## src/rtl/apb_uart_tx.sv

```systemverilog
// UART transmitter fed from an upstream FIFO head (valid/ready pop handshake).
// Frame: start, 5..8 data bits LSB-first, optional parity, 1 or 2 stop bits.
// Every bit lasts divisor+1 clk cycles, timed by a down-counter reloaded at
// each bit boundary. The serial line is driven straight from a flop.
//
// state  | meaning
// IDLE   | line high, waiting for an enabled transfer
// START  | start bit (low)
// DATA   | data bits, LSB first, count set by latched word length
// PARITY | parity over the sent data bits (skipped when disabled)
// STOP   | one or two high stop bits, then back to IDLE
module apb_uart_tx #(
    parameter int DATA_WIDTH = 8,
    parameter int DIV_WIDTH  = 16
) (
    input  logic                  clk,
    input  logic                  reset,
    input  logic                  tx_en_i,
    input  logic [DIV_WIDTH-1:0]  divisor_i,
    input  logic [1:0]            data_bits_i,
    input  logic                  parity_en_i,
    input  logic                  parity_even_i,
    input  logic                  stop2_i,
    input  logic                  valid_i,
    input  logic [DATA_WIDTH-1:0] data_i,
    output logic                  ready_o,
    output logic                  tx_o,
    output logic                  busy_o
);

    typedef enum logic [2:0] {
        IDLE   = 3'd0,
        START  = 3'd1,
        DATA   = 3'd2,
        PARITY = 3'd3,
        STOP   = 3'd4
    } state_t;

    state_t                state, state_next;
    logic [DIV_WIDTH-1:0]  baud_cnt, baud_next;
    logic [DIV_WIDTH-1:0]  divisor_q, divisor_next;
    logic [2:0]            bit_cnt, bit_next;
    logic [DATA_WIDTH-1:0] shift_q, shift_next;
    logic [1:0]            data_bits_q, data_bits_next;
    logic                  parity_en_q, parity_en_next;
    logic                  parity_bit_q, parity_bit_next;
    logic                  stop2_q, stop2_next;
    logic                  tx_q, tx_next;
    logic                  accept;
    logic                  bit_done;
    logic [DATA_WIDTH-1:0] word_mask;
    logic [2:0]            last_bit;

    // Pop strobe is masked by reset so the FIFO never loses a word while held in reset.
    assign ready_o   = (state == IDLE) && tx_en_i && !reset;
    assign accept    = ready_o && valid_i;
    assign busy_o    = (state != IDLE);
    assign tx_o      = tx_q;
    assign bit_done  = (baud_cnt == '0);
    // 00..11 selects 5..8 bits: mask keeps the low 5..8 bits of the word.
    assign word_mask = {DATA_WIDTH{1'b1}} >> (2'd3 - data_bits_i);
    // Index of the final data bit is 4..7, i.e. 4 + word-length code.
    assign last_bit  = {1'b1, data_bits_q};

    // Next-state, bit timing and next line level for the frame sequencer.
    always_comb begin
        state_next      = state;
        baud_next       = baud_cnt;
        divisor_next    = divisor_q;
        bit_next        = bit_cnt;
        shift_next      = shift_q;
        data_bits_next  = data_bits_q;
        parity_en_next  = parity_en_q;
        parity_bit_next = parity_bit_q;
        stop2_next      = stop2_q;
        tx_next         = tx_q;

        if (state != IDLE) begin
            baud_next = bit_done ? divisor_q : baud_cnt - DIV_WIDTH'(1);
        end

        case (state)
            IDLE: begin
                tx_next = 1'b1;
                if (accept) begin
                    state_next      = START;
                    baud_next       = divisor_i;
                    divisor_next    = divisor_i;
                    shift_next      = data_i;
                    data_bits_next  = data_bits_i;
                    parity_en_next  = parity_en_i;
                    stop2_next      = stop2_i;
                    // Parity is fixed at acceptance so later config edits cannot disturb it.
                    parity_bit_next = (^(data_i & word_mask)) ^ ~parity_even_i;
                    bit_next        = 3'd0;
                    tx_next         = 1'b0;
                end
            end
            START: begin
                if (bit_done) begin
                    state_next = DATA;
                    bit_next   = 3'd0;
                    tx_next    = shift_q[0];
                end
            end
            DATA: begin
                if (bit_done) begin
                    if (bit_cnt == last_bit) begin
                        if (parity_en_q) begin
                            state_next = PARITY;
                            tx_next    = parity_bit_q;
                        end else begin
                            state_next = STOP;
                            tx_next    = 1'b1;
                            bit_next   = {2'b00, stop2_q};
                        end
                    end else begin
                        bit_next   = bit_cnt + 3'd1;
                        shift_next = shift_q >> 1;
                        tx_next    = shift_q[1];
                    end
                end
            end
            PARITY: begin
                if (bit_done) begin
                    state_next = STOP;
                    tx_next    = 1'b1;
                    bit_next   = {2'b00, stop2_q};
                end
            end
            STOP: begin
                if (bit_done) begin
                    tx_next = 1'b1;
                    if (bit_cnt == 3'd0) begin
                        state_next = IDLE;
                    end else begin
                        bit_next = bit_cnt - 3'd1;
                    end
                end
            end
            default: begin
                state_next = IDLE;
                tx_next    = 1'b1;
            end
        endcase
    end

    // State, counters, latched word/config and the registered line output.
    always_ff @(posedge clk or posedge reset) begin
        if (reset) begin
            state        <= IDLE;
            baud_cnt     <= '0;
            divisor_q    <= '0;
            bit_cnt      <= '0;
            shift_q      <= '0;
            data_bits_q  <= '0;
            parity_en_q  <= 1'b0;
            parity_bit_q <= 1'b0;
            stop2_q      <= 1'b0;
            tx_q         <= 1'b1;
        end else begin
            state        <= state_next;
            baud_cnt     <= baud_next;
            divisor_q    <= divisor_next;
            bit_cnt      <= bit_next;
            shift_q      <= shift_next;
            data_bits_q  <= data_bits_next;
            parity_en_q  <= parity_en_next;
            parity_bit_q <= parity_bit_next;
            stop2_q      <= stop2_next;
            tx_q         <= tx_next;
        end
    end

endmodule

```

## config.mk

```make
export PLATFORM = sky130hd
export DESIGN_NAME = apb_uart_tx
export DESIGN_NICKNAME = d
export VERILOG_FILES = /design/src/rtl/apb_uart_tx.sv
export SDC_FILE = /design/constraint.sdc
export NUM_CORES = 1
export LEC_CHECK = 0
export CAP_MARGIN = 20
export CORE_UTILIZATION = 43
export CTS_CLUSTER_SIZE = 20
export DETAILED_ROUTE_END_ITERATION = 8
export GPL_TIMING_DRIVEN = 0
export SETUP_SLACK_MARGIN = 0.3
export SYNTH_ARGS = -nofsm -noshare
export SYNTH_HDL_FRONTEND = slang
export SYNTH_SLANG_ARGS = --single-unit
```

## constraint.sdc

```tcl
create_clock -name clk -period 2.9 [get_ports clk]
set_input_delay 0.58 -clock clk [delete_from_list [all_inputs] [get_ports clk]]
set_output_delay 0.58 -clock clk [all_outputs]
set_load 0.005 [all_outputs]
```

* After elaboration in Yosys (flattened, before gate mapping)
Cells that the tools add are included.
** Storage, ports and cells
- Input bits :: 33
- Flip-flop bits (word level) :: 52
- Output and inout bits :: 3
- Word-level logic and storage cells :: 84
** Operators by class
- Reduce and logical (&&, ||, !) cells :: 17
- Shift-type cells :: 1
- Multiplexer cells :: 33
- $add $sub $neg :: 4
- Bitwise logic cells :: 3
- Equal/unequal tests :: 16
** Operators by type and width (count)
- 16-bit 2-to-1 mux :: 4
- 3-bit 2-to-1 mux :: 16
- 3-bit one-hot mux with 5 select lines :: 2
- 8-bit 2-to-1 mux :: 3
- 2-bit inequality test (second input constant) :: 9
- 16-bit logical NOT :: 1
- 8-bit one-hot mux with 2 select lines :: 1
- 16-bit by 1-bit subtractor with 16-bit output (second input constant) :: 1
- 8-bit AND :: 1
- 8-bit AND reduction :: 1
- 8-bit parity :: 1
- 8-bit by 2-bit right shift with 8-bit output (first input constant) :: 1
- 7-bit AND reduction :: 1
- 3-bit by 2-bit == test with 1-bit output (second input constant) :: 2
- 3-bit logical NOT :: 2
- 1-bit 2-to-1 mux :: 6
- 5-bit nonzero test :: 1
- 1-bit one-hot mux with 4 select lines :: 1
- 4-bit AND reduction :: 1
- 3-bit by 1-bit adder with 3-bit output (second input constant) :: 1
- 3-bit by 1-bit == test with 1-bit output (second input constant) :: 1
- 3-bit == test :: 1
- 3-bit == test (second input constant) :: 1
- 1-bit logical AND :: 3
- other kinds (12) :: 12

* Longest topological paths before layout
- Depth after elaboration :: 6
- Gate-level depth with buffers :: 9
- Gate-level depth less buffers :: 7

* Worst setup path after synthesis
OpenSTA, ideal clock, no wires.
- Kind :: in2out
- Start point :: in reset
- End point :: out ready_o
- Required time :: 2320 ps
- Buffers on the path :: 0
- Path slack :: 328 ps
- Data arrival time :: 1992 ps
- Stages :: 2
- Path through :: inv_1 -> and3_1
** Between the ends
- Cells in the longest elaborated chain, start to end :: 2
** RTL lines
- start, declared :: line 17 : input logic reset,
- 1-bit logical NOT (no line)
- 1-bit logical AND :: line 55 : assign ready_o = (state == IDLE) && tx_en_i && !reset;
- end, declared :: line 26 : output logic ready_o,
No other way between the ends.

* Worst setup path in the final report
- Start point :: reg state[1]
- End point :: out ready_o
** Between the ends
- Cells in the longest elaborated chain, start to end :: 3
** RTL lines
- start, declared :: line 39 : state_t state, state_next;
- start signal, assigned :: line 162 : state <= state_next;
- 3-bit logical NOT :: line 55
- 1-bit logical AND (2 in a row) :: line 55
No other way between the ends.

==> results.json <==
{
  "post_layout_nonfiller_instances": 440,
  "utilization_pct": 55.10,
  "drive_above_1_share_pct": 19.19,
  "synth_most_common_cell": "sky130_fd_sc_hd__dfrtp_1",
  "worst_hold_path_type": "flop to flop",
  "synth.ff_latch_count": 52,
  "syn-instance-count": 293,
  "initial_core_util_pct": 44.38,
  "ir_drop_v": 0.0002398,
  "hold_viol_final": 0,
  "relSlewSlack_pct": 58.61,
  "avgRoutedWirePerCell_um": 16.23,
  "drt-initial-drc-count": 119,
  "drv_slew": 0,
  "post-route-worst-setup-slack_ns": 0.3127,
  "clock_skew_ns": 0.009037,
  "powerDensity_nw_per_um2": 341.1,
  "port_buffers": 35,
  "io-pin-count": 36,
  "post_synthesis_sequential_area_ratio_pct": 43.20,
  "synth_area_um2": 3015,
  "drt_first_pass_iters": 4,
  "post-synth-top-area-cell": "sky130_fd_sc_hd__dfrtp_1",
  "via_count": 2483,
  "maximum_number_of_pins_on_one_net_before_global_route_repair": 37,
  "critPathLaunchType": "flop",
  "post-synth-top-area-fraction_pct": 42.32,
  "routability_congestion": 0.8379,
  "crit_fanout": 10,
  "tritoncts.num_buffers": 5,
  "top_reg_cell_synth": "sky130_fd_sc_hd__dfrtp_1",
  "finalNetCount": 381,
  "floorplan.rows": 30,
  "cts_num_sinks": 52,
  "core_area_um2": 6794,
  "synth.net_count": 331,
  "tightest_slew_ns": 0.6196,
  "route.detailed.drc": 0,
  "critical_path_data_required_time_ns": 2.32,
  "grt_util_all_layers_pct": 20.87,
  "status": "finished clean",
  "period_share_pct": 89.22,
  "netlist_top_cells_count": "51 x sky130_fd_sc_hd__dfrtp_1, 24 x sky130_fd_sc_hd__o21ai_0, 21 x sky130_fd_sc_hd__mux2_2, 16 x sky130_fd_sc_hd__mux2i_1",
  "rsz0062_at_grt": "true",
  "initial_antenna_violation_count": 0,
  "p_leak_nw": 1.622,
  "antenna_cells_inserted": 0,
  "die_w_um": 85.74,
  "antenna_left": 0,
  "cp.arrival_ns": 2.01,
  "die-height_um": 85.74,
  "design.die.area_um2": 7351,
  "yosys.cell_types.count": 52,
  "place.detailed.hpwl_mm": 4.998,
  "report.final.setup_viol": 0,
  "ctsHtreeMaxLevel": 2,
  "edff_count_synth": 0,
  "clock.fmax_ghz": 0.3865,
  "synth-async-reset-ratio_pct": 100.0,
  "synth.top_cells.by_area": "sky130_fd_sc_hd__dfrtp_1 42%, sky130_fd_sc_hd__mux2_2 7.8%, sky130_fd_sc_hd__mux2i_1 5.3%",
  "syn-mean-instance-area_um2": 10.29,
  "grt_first_pass_wirelength_mm": 11.98,
  "clk-insertion-delay-late_ns": 0.31,
  "cts_tree": "yes",
  "max_cap_violations": 0,
  "layout_min_cycle_time_ns": 2.587,
  "path_clk_slew_ns": 0.10,
  "clock_tree_buf_depth": 2,
  "area_delta_synth_final_pct": 24.15,
  "dpl_worst_slack_ns": -0.2318,
  "endpoint_kind": "output pin",
  "clock-root-buffer": "sky130_fd_sc_hd__clkbuf_8",
  "ys_warn_count": 0,
  "path_class": "flop to output pin",
  "via_count_of_the_first_global_routing_pass": 2412,
  "grt-ovfl-total": 0,
  "routed_wl_mm": 7.141,
  "placed_instances": 425,
  "via_per_inst": 5.643
}
## cell type report
class                           instances  area, um^2
Inverter                                8       40.04
Clock buffer                            5       68.82
Buffer                                 17       111.4
Fill cell                             624        3050
Clock inverter                          3       18.77
Timing Repair Buffer                   43       435.4
Tap cell                               96       120.1
Sequential cell                        52        1304
Multi-Input combinational cell        216        1645
## per-stage QoR
step	hold WS, ns	area, um^2	setup TNS, ns	power, mW
5_1_grt	0.5237	3744	0	1.332
3_5_place_dp	0.4785	3506	-1.854	0.8750
4_1_cts	0.5030	3695	0	1.293
2_1_floorplan	0.4510	3015	0	0.8087
3_3_place_gp	0.4764	3486	-6.124	0.8694
6_report	0.4980	3744	0	1.277
## routing by layer
layer / global-route usage, % / routed length [um] / vias up
li1: - / - / 1206
met1: 30.55 / 3651 / 1229
met2: 32.58 / 3197 / 42
met3: 3.272 / 229 / 6
met4: 5.000 / 63 / 0
met5: 0 / 0 / -
## cells in the final DEF, fill, tap and decap left out, types with 3 or more instances in the layout
master,count
sky130_fd_sc_hd__dfrtp_1,50
sky130_fd_sc_hd__a22oi_1,7
sky130_fd_sc_hd__or4_1,4
sky130_fd_sc_hd__o22ai_1,5
sky130_fd_sc_hd__nor2b_1,4
sky130_fd_sc_hd__a211o_1,3
sky130_fd_sc_hd__a21oi_1,7
sky130_fd_sc_hd__nor2_1,10
sky130_fd_sc_hd__nor4_1,3
sky130_fd_sc_hd__buf_4,9
sky130_fd_sc_hd__nand2_1,12
sky130_fd_sc_hd__nor3_1,5
sky130_fd_sc_hd__or3_1,6
sky130_fd_sc_hd__inv_1,6
sky130_fd_sc_hd__ha_1,5
sky130_fd_sc_hd__o41ai_1,3
sky130_fd_sc_hd__clkbuf_8,8
sky130_fd_sc_hd__o2bb2ai_1,8
sky130_fd_sc_hd__nand3_1,6
sky130_fd_sc_hd__xnor2_1,13
sky130_fd_sc_hd__o211ai_1,9
sky130_fd_sc_hd__mux2_2,21
sky130_fd_sc_hd__nand2b_1,6
sky130_fd_sc_hd__o21ai_0,23
sky130_fd_sc_hd__clkdlybuf4s50_1,33
sky130_fd_sc_hd__mux2i_1,16
sky130_fd_sc_hd__buf_2,3
sky130_fd_sc_hd__clkbuf_1,6
## logic make-up (layout without fill, tap and decap cells)
| logic type | after synthesis | in the layout | synth area share [%] |
|---|---|---|---|
| buffers and inverters | 25 | 76 | 3.278 |
| AO/OA/AOI/OAI | 85 | 85 | 19.42 |
| adder cells (fa/ha/maj) | 5 | 5 | 2.075 |
| flip-flops | 52 | 52 | 43.20 |
| AND/OR/NAND/NOR | 74 | 74 | 14.52 |
| XOR/XNOR | 15 | 15 | 4.357 |
| multiplexers | 37 | 37 | 13.15 |
## critical path: stages (launching register included)
cell and delay, ns:
sky130_fd_sc_hd__dfrtp_1 0.38, sky130_fd_sc_hd__clkbuf_8 0.16, sky130_fd_sc_hd__or2_2 0.28, sky130_fd_sc_hd__clkbuf_8 0.16, sky130_fd_sc_hd__nor2_4 0.13, sky130_fd_sc_hd__buf_4 0.13, sky130_fd_sc_hd__buf_6 0.08, sky130_fd_sc_hd__and3_1 0.14
sky130_fd_sc_hd__dlygate4sd2_1 0.23
## power breakdown
| part | leakage, nW | internal [mW] | switching [mW] | total [mW] |
|---|---|---|---|---|
| clock network | 0.0479 | 0.169 | 0.247 | 0.416 |
| logic | 0.938 | 0.0726 | 0.0496 | 0.122 |
| registers | 0.636 | 0.733 | 0.00570 | 0.739 |
## final timing paths
check | from | endpoint | slack [ns] | cells after the start
max in group asynchronous | reset | tx_o | 1.83 | 3
worst min register to register | shift_q[0] | shift_q[0] | 0.50 | 1
min in group asynchronous | reset | divisor_q[1] | 0.59 | 2
worst max register to register | state[1] | divisor_q[9] | 0.36 | 9
worst min-delay path | shift_q[0] | shift_q[0] | 0.50 | 1
worst max-delay path | state[1] | ready_o | 0.31 | 8
## registers in the layout, indices dropped and copies added (netlist names)
register	count
baud_cnt	16
bit_cnt	3
data_bits_q	2
divisor_q	16
parity_bit_q	1
parity_en_q	1
shift_q	8
state	3
stop2_q	1
tx_o	1
## repair_timing
item	in CTS	in global routing
setup endpoints to repair	47	25
hold endpoints to repair	0	0
pin swaps	2	3
resized for setup	26	10
buffers inserted	3	4
hold buffers	0	0
(Power assumes the default switching activity.)
